[src/rtl/four_bit_carry_adder_if.sv]
// Operand/result bundle for four_bit_carry_adder.
//   a, b      : operands (unsigned; two's complement for the overflow flag)
//   cin       : carry into bit 0
//   in_valid  : operands valid this cycle
//   sum       : registered sum bits
//   cout      : registered carry out of the MSB
//   overflow  : registered signed-overflow flag
//   out_valid : registered result-valid flag
// master drives operands and observes results; slave is the adder.
interface four_bit_carry_adder_if #(
  parameter int WIDTH = 4
) ();
  logic [WIDTH-1:0] a;
  logic [WIDTH-1:0] b;
  logic             cin;
  logic             in_valid;
  logic [WIDTH-1:0] sum;
  logic             cout;
  logic             overflow;
  logic             out_valid;

  modport master (
    output a, b, cin, in_valid,
    input  sum, cout, overflow, out_valid
  );

  modport slave (
    input  a, b, cin, in_valid,
    output sum, cout, overflow, out_valid
  );
endinterface

[src/rtl/four_bit_carry_adder.sv]
// Registered WIDTH-bit ripple-carry adder with carry-in, carry-out and
// signed-overflow flag. Result appears one clock after the operands.
//   clk : rising-edge clock
//   rst : synchronous, active-high reset (clears all outputs)
//   bus : operand/result bundle (slave side)
module four_bit_carry_adder #(
  parameter int WIDTH = 4
) (
  input  logic                   clk,
  input  logic                   rst,
  four_bit_carry_adder_if.slave  bus
);

  logic [WIDTH:0]   carry;
  logic [WIDTH-1:0] sum_comb;

  logic [WIDTH-1:0] sum_q, sum_d;
  logic             cout_q, cout_d;
  logic             ovf_q, ovf_d;
  logic             valid_q, valid_d;

  assign carry[0] = bus.cin;

  for (genvar i = 0; i < WIDTH; i++) begin : g_fa
    assign sum_comb[i]  = bus.a[i] ^ bus.b[i] ^ carry[i];
    assign carry[i+1]   = (bus.a[i] & bus.b[i]) |
                          (bus.a[i] & carry[i]) |
                          (bus.b[i] & carry[i]);
  end

  // Result registers hold when no operands arrive; only the valid flag drops.
  always_comb begin
    sum_d   = sum_q;
    cout_d  = cout_q;
    ovf_d   = ovf_q;
    valid_d = 1'b0;
    if (bus.in_valid) begin
      sum_d   = sum_comb;
      cout_d  = carry[WIDTH];
      // Carry into and out of the sign bit disagree exactly on signed overflow.
      ovf_d   = carry[WIDTH] ^ carry[WIDTH-1];
      valid_d = 1'b1;
    end
  end

  always_ff @(posedge clk) begin
    if (rst) begin
      sum_q   <= '0;
      cout_q  <= 1'b0;
      ovf_q   <= 1'b0;
      valid_q <= 1'b0;
    end else begin
      sum_q   <= sum_d;
      cout_q  <= cout_d;
      ovf_q   <= ovf_d;
      valid_q <= valid_d;
    end
  end

  assign bus.sum       = sum_q;
  assign bus.cout      = cout_q;
  assign bus.overflow  = ovf_q;
  assign bus.out_valid = valid_q;

endmodule

[src/flat_wrapper.sv]
// flat-port wrapper written by rule: the top's interface ports become plain ports
module four_bit_carry_adder_flat 
#(
  parameter int WIDTH = 4
)
  (clk, rst, bus_a, bus_b, bus_cin, bus_in_valid, bus_sum, bus_cout, bus_overflow, bus_out_valid);
  four_bit_carry_adder_if #(.WIDTH(WIDTH)) bus_i ();
  input  logic clk;
  input  logic rst;
  input wire logic [$bits(bus_i.a)-1:0] bus_a;
  input wire logic [$bits(bus_i.b)-1:0] bus_b;
  input wire logic [$bits(bus_i.cin)-1:0] bus_cin;
  input wire logic [$bits(bus_i.in_valid)-1:0] bus_in_valid;
  output wire logic [$bits(bus_i.sum)-1:0] bus_sum;
  output wire logic [$bits(bus_i.cout)-1:0] bus_cout;
  output wire logic [$bits(bus_i.overflow)-1:0] bus_overflow;
  output wire logic [$bits(bus_i.out_valid)-1:0] bus_out_valid;
  assign bus_i.a = bus_a;
  assign bus_i.b = bus_b;
  assign bus_i.cin = bus_cin;
  assign bus_i.in_valid = bus_in_valid;
  assign bus_sum = bus_i.sum;
  assign bus_cout = bus_i.cout;
  assign bus_overflow = bus_i.overflow;
  assign bus_out_valid = bus_i.out_valid;
  four_bit_carry_adder #(.WIDTH(WIDTH)) u_core (.clk(clk), .rst(rst), .bus(bus_i));
endmodule
[config.mk]
export PLATFORM = sky130hd
export DESIGN_NAME = four_bit_carry_adder_flat
export DESIGN_NICKNAME = d
export VERILOG_FILES = /design/src/rtl/four_bit_carry_adder_if.sv /design/src/rtl/four_bit_carry_adder.sv /design/src/flat_wrapper.sv
export SDC_FILE = /design/constraint.sdc
export NUM_CORES = 1
export LEC_CHECK = 0
export CORE_AREA = 2 2 39 41
export CTS_BUF_LIST = sky130_fd_sc_hd__clkbuf_8
export DETAILED_ROUTE_END_ITERATION = 6
export DIE_AREA = 0 0 41 43
export MAX_ROUTING_LAYER = met4
export PLACE_DENSITY = 0.68
export SYNTH_ARGS = -nofsm -noshare
export SYNTH_HDL_FRONTEND = slang
export SYNTH_SLANG_ARGS = --single-unit
[constraint.sdc]
create_clock -name clk -period 6.8 [get_ports clk]
set_clock_uncertainty 0.1 [all_clocks]
set_input_delay 2.04 -clock clk [delete_from_list [all_inputs] [get_ports clk]]
set_output_delay 2.04 -clock clk [all_outputs]
set_load 0.01 [all_outputs]
# Yosys cells after proc, flatten, opt, wreduce, memory -nomap -nowiden
# Index checks and enable logic that the tools add are counted.
# word_totals
in_bits,12
output_inout_bits,7
regBits,7
# classes
n_mux,1
bitwise_logic,29
# ops
operator,n
AND 1 bit,12
bitwise XOR 1 bit,9
OR 1 bit,8
2-to-1 mux 1 bit,1

# Longest topological paths before layout
# Gate-level depths: netlist of run 1.
# depth
depth_word,13
ltp_mapped,9

# Worst setup path after synthesis of run 1
# OpenSTA, ideal clock, no wires.
# synth_path
path_type,input to register
from,in bus_cin
to,reg u_core.sum_q[3] (netlist: u_core.bus.sum[3])
setup_time_ns,0.086
arrival_time_ns,3.740
slack_ns,2.875
cell_stages,8
cell_sequence,inv_1 -> fa_1 -> inv_1 -> fa_1 -> fa_1 -> inv_1 -> fa_1 -> a211oi_1
# synth_via
elab_chain_len,10
elab_cells_between_ends,13
classes_between,bitwise: 13
# synth_rtl
item,line_no,text
"start, declared",flat_wrapper.sv:12,input wire logic [$bits(bus_i.cin)-1:0] bus_cin;
AND 1 bit,four_bit_carry_adder.sv:27,(bus.a[i] & carry[i]) |
OR 1 bit,four_bit_carry_adder.sv:26,assign carry[i+1] = (bus.a[i] & bus.b[i]) |
OR 1 bit *,four_bit_carry_adder.sv:27,
AND 1 bit,four_bit_carry_adder.sv:27,
OR 1 bit,four_bit_carry_adder.sv:26,
OR 1 bit *,four_bit_carry_adder.sv:27,
AND 1 bit,four_bit_carry_adder.sv:27,
OR 1 bit,four_bit_carry_adder.sv:26,
OR 1 bit *,four_bit_carry_adder.sv:27,
bitwise XOR 1 bit *,four_bit_carry_adder.sv:25,assign sum_comb[i] = bus.a[i] ^ bus.b[i] ^ carry[i];
"end signal, assigned",four_bit_carry_adder.sv:53,sum_q <= sum_d;
"end, declared",four_bit_carry_adder.sv:17,"logic [WIDTH-1:0] sum_q, sum_d;"
# Mark *: on every way between the ends. The rest lies on a longest branch, timed or not.
# A chain may end at the register's enable or synchronous reset.

# Worst setup path after layout of run 1
# Same ends and word-level chain as after synthesis.

==> impl_results.md, run 1 <==
- Proportion of layout cells with a drive suffix above 1: 9.26%
- Die Footprint: 0.00176 mm2
- I/O Pins: 19
- Setup TNS: 0 ns
- Peak fanout along the critical path: 2
- Met2 demand-to-capacity share in global routing: 14.4%
- Total via count after detailed routing: 264
- Final Hold Viols: 0
- Worst min path class: register to register
- Number of different library cells in the post-synthesis netlist: 11
- Slack of the worst reg-to-reg path: 6.01 ns
- Synthesized netlist net count: 49
- Register area share after synthesis: 39.3%
- Final wirelength: 653 um
- Final std cell area, no fill: 592 um2
- Met3 global-route usage: 6.28%
- Worst hold margin: 0.377 ns
- Highest-utilization routing layer at the global route stage: met2
- Power per cell area: 227 mW/mm2
- Clock sink total: 7
- Met1 GRT Util: 10.9%
- CTS Root Buffer Type: sky130_fd_sc_hd__clkbuf_8
- Pre-Repair DR Iteration Count: 1
- Cell Area, Placed: 546 um2
- Nature of the critical path startpoint: primary input
- Sum of internal, switching and leakage power: 0.134 mW
- Endpoint, Worst Hold: u_core.bus.sum[0]$_SDFFE_PP0P_
- Total congestion overflow: 0
- Port buffer count: 18
- Maximum buffer depth of the clock tree: 2
- Routed WL per cell: 9.33 um
- Total number of placement rows: 14
- Area growth syn-to-layout: 66.0%
- Required time of the worst setup path: 6.85 ns
- Number of pins exceeding their max-slew limit in the final report: 0
- MaxCap Viol Count: 0
- Class of the most critical setup path: primary input to register
- Hold path start: u_core.bus.sum[0]$_SDFFE_PP0P_
- Signal arrival time at the worst endpoint: 4.22 ns
- Horiz. Die Dim: 41 um
- Number of remaining DRC errors: 0
- Clock latency on the worst-skew pair: 0.23 ns
- Time the final worst path needs with I/O delays and setup: 4.17 ns
- Area of the core: 0.00138 mm2
- Worst vdd rail ir drop: 0.0918 mV
- Origin of the critical flop-to-flop path: u_core.bus.overflow$_SDFFE_PP0P_
- Starting density of the core: 25.8%
- Maximum number of pins on one net before global-route repair: 11
- Number of antenna violations at the first check in global routing: 0
- Clock transition at path regs: 0.04 ns
- Resize count post-CTS: 0
- Unrepaired setup endpoints after global routing: no
- Count of H-tree levels built during CTS: 1
- Antenna Diode Count: 0
- Final nets: 71
- TritonCTS clock tree: yes
- Global router's overall resource usage: 10.1%
- Final worst path period share: 61.3%
- Number of buffers inserted by hold repair at cts: 0
- Total of flip-flops plus latches after synthesis: 7
- Highest clock frequency the design can meet: 0.240 GHz
- Post-detailed-route count of antenna-violating nets: 0
- Storage cell area: 140 um2
- # setup viols final: 0
- Fill cell instance count of the final layout: 139
- Post-synthesis instance total: 33
- Post-CTS Setup Inserts: 0
- Post-Syn Area per Cell: 10.8 um2
- Per-cell via count in the routed design: 3.77
- Ys Warns: 0
- Syn Std Cell Area: 357 um2
- Count of cells along the worst hold path: 2
- Chip height: 43 um
- LEAKAGE: 0.263 nW
- Final weighted congestion of routability-driven global placement: 0.686
- First-pass GRT wire length: 1090 um
- Sum of net half-perimeters after detailed placement: 533 um
- Number of violations reported at the end of detailed-routing iteration 0: 0
- Count of cells along the worst register-to-register path: 2
- Capturing point of the worst reg2reg path: u_core.bus.overflow$_SDFFE_PP0P_
- Total CTS buffers: 3
- Multi-input gate area in the final layout: 179 um2
- Endpoint kind of the worst setup timing path: register
- Result of the run: completed
- Worst slew margin: 74.7%
- Transition time at the pin with the least slew margin: 0.379 ns
- Vias in the first global route: 269
==> kinds of logic (layout without fill, tap and decap cells) <==
group,Yosys count,after routing,share of synthesized area (%)
buffers and inverters,8,29,10.5
adders and majority gates,4,4,22.5
AOI/OAI and AO/OA,4,4,8.42
and+or+nand+nor,7,7,11.2
xor gates and xnor gates,1,1,2.46
muxes,2,2,5.61
DFF,7,7,39.3
==> flip-flops by register name, indices dropped and copies added, names as in the netlist <==
| name | flops |
|---|---|
| u_core.bus.overflow | 1 |
| u_core.bus.cout | 1 |
| u_core.bus.sum | 4 |
| u_core.bus.out_valid | 1 |
==> worst max-delay path, stage by stage <==
cell and delay [ns]:
sky130_fd_sc_hd__clkdlybuf4s50_1 0.39, sky130_fd_sc_hd__inv_1 0.07, sky130_fd_sc_hd__fa_1 0.16, sky130_fd_sc_hd__inv_1 0.05, sky130_fd_sc_hd__fa_1 0.37, sky130_fd_sc_hd__fa_1 0.41
sky130_fd_sc_hd__inv_1 0.08, sky130_fd_sc_hd__fa_1 0.41, sky130_fd_sc_hd__a211oi_1 0.22
==> placed cells by master (no fill, tap or decap), drive strengths merged <==
cell	instances
a21o	1
clkinv	1
nor2	5
nor3b	1
dfxtp	7
nor2b	1
xnor2	1
mux2i	2
a211oi	3
fa	4
clkbuf	3
inv	7
clkdlybuf4s50	18
==> cell type report <==
cell class / instances / area share, %
tap: 16 / 3.38
clock buffer: 3 / 6.98
timing repair buffer: 18 / 30.4
inverter: 7 / 4.44
clock inverter: 1 / 0.846
sequential: 7 / 23.7
multi-input combinational: 18 / 30.2
==> layer usage <==
layer  vias to the layer above  wire length, um
li1                        142                -
met1                       114              238
met2                         8              371
met3                         0               44
met4                         0                0
met5                         -                0
==> synth_stat cells <==
master	n	area share, %
sky130_fd_sc_hd__a211oi_1	3	6.3
sky130_fd_sc_hd__a21o_1	1	2.1
sky130_fd_sc_hd__buf_6	1	3.2
sky130_fd_sc_hd__dfxtp_1	7	39
sky130_fd_sc_hd__fa_1	4	22
sky130_fd_sc_hd__inv_1	7	7.4
sky130_fd_sc_hd__mux2i_1	2	5.6
sky130_fd_sc_hd__nor2_1	5	5.3
sky130_fd_sc_hd__nor2b_4	1	3.9
sky130_fd_sc_hd__nor3b_1	1	2.1
sky130_fd_sc_hd__xnor2_1	1	2.5
==> metrics by stage <==
step / util [%] / setup slack (ns) / instances
2_1_floorplan: - / 2.87 / 33
3_3_place_gp: 39.4 / 2.41 / 66
3_5_place_dp: 39.4 / 2.35 / 66
4_1_cts: 42.8 / 2.60 / 70
5_1_grt: 42.8 / 2.52 / 70
6_report: 42.8 / 2.63 / 70
==> power by group <==
part | leakage (nW) | switching, mW | internal (mW) | total, mW
sequential | 0.0581 | 0.00163 | 0.0450 | 0.0467
combinational | 0.179 | 0.0114 | 0.0182 | 0.0296
clock | 0.0255 | 0.0184 | 0.0397 | 0.0581
==> worst max-delay path by stage <==
stage                  from  cells after the start                        endpoint  slack, ns
floorplan           bus_cin                      8  u_core.bus.sum[3]$_SDFFE_PP0P_       2.87
global placement    bus_cin                      9  u_core.bus.sum[3]$_SDFFE_PP0P_       2.41
detailed placement  bus_cin                      9  u_core.bus.sum[3]$_SDFFE_PP0P_       2.35
CTS                 bus_cin                      9  u_core.bus.sum[3]$_SDFFE_PP0P_       2.60
global route        bus_cin                      9  u_core.bus.sum[3]$_SDFFE_PP0P_       2.52
finish              bus_cin                      9  u_core.bus.sum[3]$_SDFFE_PP0P_       2.63
No activity file was read; power rests on OpenSTA's default activity.
==> inputs of run 2 (changes only) <==
- PLACE_DENSITY: 0.68 -> 0.71
- clock period: 6.8 -> 3.6 ns (I/O delays scaled with it)
==> impl_results.md, run 2 (synthesis results as in run 1) <==
- Count of cells along the worst hold path: 2
- Antenna Diode Count: 0
- Vias in the first global route: 280
- Number of pins exceeding their max-slew limit in the final report: 0
- Storage cell area: 140 um2
- Origin of the critical flop-to-flop path: u_core.bus.overflow$_SDFFE_PP0P_
- Maximum number of pins on one net before global-route repair: 11
- Final Core Density: 42.7%
- Worst min path class: register to register
- MaxCap Viol Count: 0
- Required time of the worst setup path: 3.64 ns
- Chip height: 43 um
- # setup viols final: 0
- Worst hold margin: 0.377 ns
- Sum of internal, switching and leakage power: 0.250 mW
- Final wirelength: 650 um
- Sum of net half-perimeters after detailed placement: 531 um
- Area of the core: 0.00138 mm2
- Worst slew margin: 75.2%
- Number of antenna violations at the first check in global routing: 0
- Unrepaired setup endpoints after global routing: no
- Met2 demand-to-capacity share in global routing: 15.0%
- Proportion of layout cells with a drive suffix above 1: 7.41%
- Post-detailed-route count of antenna-violating nets: 0
- Post-CTS Setup Inserts: 0
- Clock latency on the worst-skew pair: 0.22 ns
- Port buffer count: 18
- Highest clock frequency the design can meet: 0.313 GHz
- Met1 GRT Util: 11.6%
- Slack of the worst reg-to-reg path: 2.81 ns
- First-pass GRT wire length: 1150 um
- Per-cell via count in the routed design: 3.96
- Result of the run: completed
- Signal arrival time at the worst endpoint: 3.23 ns
- Maximum buffer depth of the clock tree: 2
- I/O Pins: 19
- Total CTS buffers: 3
- Number of violations reported at the end of detailed-routing iteration 0: 3
- Met3 global-route usage: 4.71%
- Number of remaining DRC errors: 0
- TritonCTS clock tree: yes
- Peak fanout along the critical path: 2
- LEAKAGE: 0.264 nW
- Number of flip-flops under the largest register name: 4
- Final weighted congestion of routability-driven global placement: 0.693
- Count of cells along the worst register-to-register path: 2
- CTS Root Buffer Type: sky130_fd_sc_hd__clkbuf_8
- Multi-input gate area in the final layout: 179 um2
- Area growth syn-to-layout: 65.6%
- Starting density of the core: 25.8%
- Min setup slack post-route: 0.409 ns
- Most frequent cells in the layout: 18 x sky130_fd_sc_hd__clkdlybuf4s50_1, 8 x sky130_fd_sc_hd__inv_1, 7 x sky130_fd_sc_hd__dfxtp_1, 5 x sky130_fd_sc_hd__nor2_1, 4 x sky130_fd_sc_hd__fa_1
- Transition time at the pin with the least slew margin: 0.371 ns
- Total number of placement rows: 14
- Global router's overall resource usage: 10.8%
- Count of H-tree levels built during CTS: 1
- Number of buffers inserted by hold repair at cts: 0
- Final nets: 71
- Cell Area, Placed: 546 um2
- Power per cell area: 424 mW/mm2
- Final Hold Viols: 0
- Horiz. Die Dim: 41 um
- Worst vdd rail ir drop: 0.151 mV
- Pre-Repair DR Iteration Count: 3
- Most frequent standard cell in the layout excluding fill and tap cells: sky130_fd_sc_hd__clkdlybuf4s50_1
- Nature of the critical path startpoint: primary input
- Clock transition at path regs: 0.04 ns
- Total congestion overflow: 0
- Die Footprint: 0.00176 mm2
- Worst-case setup slack after placement: 0.161 ns
- Setup TNS: 0 ns
- Final worst path period share: 88.6%
- Routed WL per cell: 9.29 um
- Total via count after detailed routing: 277
- Hold path start: u_core.bus.sum[0]$_SDFFE_PP0P_
- Endpoint kind of the worst setup timing path: register
- Cell count after placement: 66
- Final std cell area, no fill: 591 um2
- Resize count post-CTS: 0
- Capturing point of the worst reg2reg path: u_core.bus.overflow$_SDFFE_PP0P_
- Non-filler cells, final: 70
- Clock sink total: 7
- Fill cell instance count of the final layout: 155
- Time the final worst path needs with I/O delays and setup: 3.19 ns
- Class of the most critical setup path: primary input to register
- Endpoint, Worst Hold: u_core.bus.sum[0]$_SDFFE_PP0P_
- Highest-utilization routing layer at the global route stage: met2
run 2: cell count changes in the layout (fill, tap and decap cells not counted):
| cell | delta |
|---|---|
| sky130_fd_sc_hd__clkinv_2 | -1 |
| sky130_fd_sc_hd__inv_1 | +1 |
run 2: final cells by class:
cell class	instances	area share (%)
multi-input combinational	18	30.3
tap	16	3.39
sequential	7	23.7
timing repair buffer	18	30.5
clock inverter	1	0.636
clock buffer	3	6.99
inverter	7	4.45
run 2: worst max-delay path, stage by stage:
cell and delay (ns):
sky130_fd_sc_hd__clkdlybuf4s50_1 0.40, sky130_fd_sc_hd__inv_1 0.08, sky130_fd_sc_hd__fa_1 0.16, sky130_fd_sc_hd__inv_1 0.04
sky130_fd_sc_hd__fa_1 0.37, sky130_fd_sc_hd__fa_1 0.40, sky130_fd_sc_hd__inv_1 0.08, sky130_fd_sc_hd__fa_1 0.40
sky130_fd_sc_hd__a211oi_1 0.22
run 2: worst max path at each step:
stage | start | endpoint | slack [ns] | depth (start not counted)
3_5_place_dp | bus_cin | u_core.bus.sum[3]$_SDFFE_PP0P_ | 0.16 | 9
3_3_place_gp | bus_cin | u_core.bus.sum[3]$_SDFFE_PP0P_ | 0.19 | 9
2_1_floorplan | bus_cin | u_core.bus.sum[3]$_SDFFE_PP0P_ | 0.63 | 8
6_report | bus_cin | u_core.bus.sum[3]$_SDFFE_PP0P_ | 0.41 | 9
4_1_cts | bus_cin | u_core.bus.sum[3]$_SDFFE_PP0P_ | 0.39 | 9
5_1_grt | bus_b[0] | u_core.bus.sum[3]$_SDFFE_PP0P_ | 0.25 | 9
run 2: routing by layer:
| layer | vias to the layer above | wire [um] |
|---|---|---|
| met1 | 127 | 232 |
| met3 | 0 | 34 |
| met4 | 0 | 0 |
| met2 | 7 | 383 |
| li1 | 143 | - |
| met5 | - | 0 |
run 2: where the power goes:
part / leakage, nW / switching (mW) / total [mW] / internal [mW]
sequential: 0.0581 / 0.00341 / 0.0886 / 0.0852
combinational: 0.179 / 0.0218 / 0.0562 / 0.0344
clock: 0.0269 / 0.0318 / 0.105 / 0.0735
total: 0.264 / 0.0571 / 0.250 / 0.193
==> inputs of run 3 (changes only) <==
- ABC_AREA: not set -> 1
- CORE_AREA: 2 2 39 41 -> 5 5 42 44
- DIE_AREA: 0 0 41 43 -> 0 0 47 49
- GPL_TIMING_DRIVEN: not set -> 1
- PLACE_DENSITY: 0.71 -> 0.72
==> impl_results.md, run 3 <==
- Total via count after detailed routing: 332
- Worst min path class: register to register
- Highest clock frequency the design can meet: 0.314 GHz
- Number of enable flip-flop cells after synthesis: 0
- Area growth syn-to-layout: 63.6%
- Met3 wire length: 51 um
- Area of the core: 0.00140 mm2
- Pre-Repair DR Iteration Count: 4
- Class of the most critical setup path: primary input to register
- Total number of placement rows: 14
- Worst slew margin: 76.5%
- Horiz. Die Dim: 47 um
- Most frequent cell after synthesis: sky130_fd_sc_hd__nor2_1
- Sum of internal, switching and leakage power: 0.250 mW
- Top cell type by total area after synthesis: sky130_fd_sc_hd__dfxtp_1
- Resize count post-CTS: 0
- Total congestion overflow: 0
- Per-cell via count in the routed design: 4.05
- Worst vdd rail ir drop: 0.257 mV
- Most instantiated flip-flop cell in the synthesis netlist: sky130_fd_sc_hd__dfxtp_1
- Most frequent standard cell in the layout excluding fill and tap cells: sky130_fd_sc_hd__clkdlybuf4s50_1
- Number of different library cells in the post-synthesis netlist: 8
- Endpoint kind of the worst setup timing path: register
- Final Core Density: 42.9%
- Chip height: 49 um
- Synthesized netlist net count: 61
- Sequential group share of total power: 35.0%
- I/O Pins: 19
- Critical Path Max Stage Delay: 0.40 ns
- Nature of the critical path startpoint: primary input
- Post-detailed-route count of antenna-violating nets: 0
- Worst path buffer plus inverter count: 4
- Post-CTS Setup Inserts: 0
- Cell count after placement: 78
- Setup TNS: 0 ns
- Number of violations reported at the end of detailed-routing iteration 0: 5
- Final Hold Viols: 0
- Proportion of layout cells with a drive suffix above 1: 6.06%
- Slack of the worst reg-to-reg path: 2.86 ns
- Number of pins exceeding their max-slew limit in the final report: 0
- Uppermost layer routed: met3
- Clock sink total: 7
- Number of buffers inserted by hold repair at cts: 0
- Ys Warns: 0
- # setup viols final: 0
- Final wirelength: 781 um
- Register area share after synthesis: 38.1%
- LEAKAGE: 0.283 nW
- First-pass GRT wire length: 1370 um
- Total of flip-flops plus latches after synthesis: 7
- Async set-or-reset flop fraction in the synthesized netlist: 0%
- Maximum buffer depth of the clock tree: 2
- Non-filler cells, final: 82
- Number of antenna violations at the first check in global routing: 0
- Final nets: 83
- Power per cell area: 416 mW/mm2
- Post-synthesis instance total: 45
- Port buffer count: 18
- Switch share: 24.0%
- Final worst path period share: 88.5%
- Part of the total power dissipated in combinational logic: 21.8%
- Cell Area, Placed: 557 um2
- Routed WL per cell: 9.52 um
- Clock latency on the worst-skew pair: 0.22 ns
- Critical Path Most Common Cell: sky130_fd_sc_hd__fa_1
- Crit-path slowest cell: sky130_fd_sc_hd__fa_1
- Syn Std Cell Area: 368 um2
- Most instantiated cells after synthesis: 13 x sky130_fd_sc_hd__nor2_1, 9 x sky130_fd_sc_hd__inv_1, 7 x sky130_fd_sc_hd__dfxtp_1, 7 x sky130_fd_sc_hd__nand2_1, 4 x sky130_fd_sc_hd__fa_1
- Number of flip-flops under the largest register name: 4
- Total CTS buffers: 3
- Transition time at the pin with the least slew margin: 0.351 ns
- Cells along the critical path: clkdlybuf4s50_1 -> inv_1 -> fa_1 -> inv_1 -> fa_1 -> fa_1 -> inv_1 -> fa_1 -> nand2_1 -> nor3b_2
- CTS Root Buffer Type: sky130_fd_sc_hd__clkbuf_8
- Die Footprint: 0.00230 mm2
- Vias in the first global route: 324
- Signal arrival time at the worst endpoint: 3.24 ns
- Required time of the worst setup path: 3.65 ns
- Post-Syn Area per Cell: 8.17 um2
- Peak fanout along the critical path: 3
- Antenna Diode Count: 0
- Starting density of the core: 26.3%
- Cell Int Power: 0.190 mW
- Final weighted congestion of routability-driven global placement: 0.642
- Switching power: 0.0601 mW
- Cell family with the largest share of critical-path delay: adder cells
- Count of H-tree levels built during CTS: 1
- Unrepaired setup endpoints after global routing: no
- Number of remaining DRC errors: 0
- Result of the run: completed
- MaxCap Viol Count: 0
- Top-area cell type share of the netlist area: 38.1%
- Global router's overall resource usage: 8.73%
- Time the final worst path needs with I/O delays and setup: 3.19 ns
- Most frequent cells in the layout: 18 x sky130_fd_sc_hd__clkdlybuf4s50_1, 13 x sky130_fd_sc_hd__nor2_1, 10 x sky130_fd_sc_hd__inv_1, 7 x sky130_fd_sc_hd__nand2_1, 7 x sky130_fd_sc_hd__dfxtp_1
- TritonCTS clock tree: yes
- Maximum number of pins on one net before global-route repair: 12
- Wire length on met2: 429 um
- Clock group share of total power: 43.2%
- Final std cell area, no fill: 602 um2
- Clock transition at path regs: 0.04 ns
- Synth area leaders: sky130_fd_sc_hd__dfxtp_1 38%, sky130_fd_sc_hd__fa_1 22%, sky130_fd_sc_hd__nor2_1 13%, sky130_fd_sc_hd__inv_1 9.2%, sky130_fd_sc_hd__nand2_1 7.1%
- Post-route met1 wirelength: 300 um
==> run 3: cell count changes after synthesis, sizes merged, moves of 2 or more <==
cell | before | now
o21ai | 0 | 3
inv | 7 | 9
nor2 | 5 | 13
a211oi | 3 | 0
mux2i | 2 | 0
nand2 | 0 | 7
==> run 3: cell families (layout without fill, tap and decap cells) <==
group	count (synthesis)	count (layout)	share of synthesized area [%]
AO/OA/AOI/OAI	3	3	4.08
flip-flops	7	7	38.1
buffers and inverters	10	31	12.2
adder cells (fa/ha/maj)	4	4	21.8
AND/OR/NAND/NOR	21	21	23.8
==> run 3: final cells by class <==
| class | instances | area (um2) |
|---|---|---|
| clock buffers | 3 | 41.3 |
| clock inverters | 1 | 3.75 |
| fillers | 152 | 800 |
| inverters | 9 | 33.8 |
| multi-input cells | 28 | 183 |
| flip-flops and latches | 7 | 140 |
| well taps | 16 | 20.0 |
| repair buffers | 18 | 180 |
==> run 3: power by group through the flow <==
stage | clock network (mW) | logic (mW) | registers (mW)
2_1_floorplan | 0 | 0.0232 | 0.0921
3_3_place_gp | 0 | 0.0545 | 0.0888
3_5_place_dp | 0 | 0.0552 | 0.0890
4_1_cts | 0.112 | 0.0554 | 0.0877
5_1_grt | 0.118 | 0.0611 | 0.0887
6_report | 0.108 | 0.0546 | 0.0876
==> run 3: worst register-to-register path, stage by stage (launching register included) <==
cell and delay, ns:
sky130_fd_sc_hd__dfxtp_1 0.31, sky130_fd_sc_hd__o21ai_0 0.16, sky130_fd_sc_hd__nor2_1 0.06
==> run 3: final timing paths <==
path,to,startpoint,cells past startpoint
worst max-delay path,u_core.bus.sum[3]$_SDFFE_PP0P_,bus_cin,10
worst min-delay path,u_core.bus.cout$_SDFFE_PP0P_,u_core.bus.cout$_SDFFE_PP0P_,2
worst min register to register,u_core.bus.cout$_SDFFE_PP0P_,u_core.bus.cout$_SDFFE_PP0P_,2
worst max register to register,u_core.bus.sum[1]$_SDFFE_PP0P_,u_core.bus.sum[1]$_SDFFE_PP0P_,2
==> run 3: per-stage QoR <==
step,setup slack [ns],hold WS [ns]
2_1_floorplan,0.669,0.392
3_3_place_gp,0.202,0.357
3_5_place_dp,0.177,0.372
4_1_cts,0.411,0.378
5_1_grt,0.277,0.397
6_report,0.413,0.388
==> run 3: metal layers <==
metal / vias to the layer above / GRT usage [%]
li1: 170 / -
met1: 153 / 9.89
met2: 9 / 13.1
met3: 0 / 3.32
met4: 0 / 4.15
met5: - / -
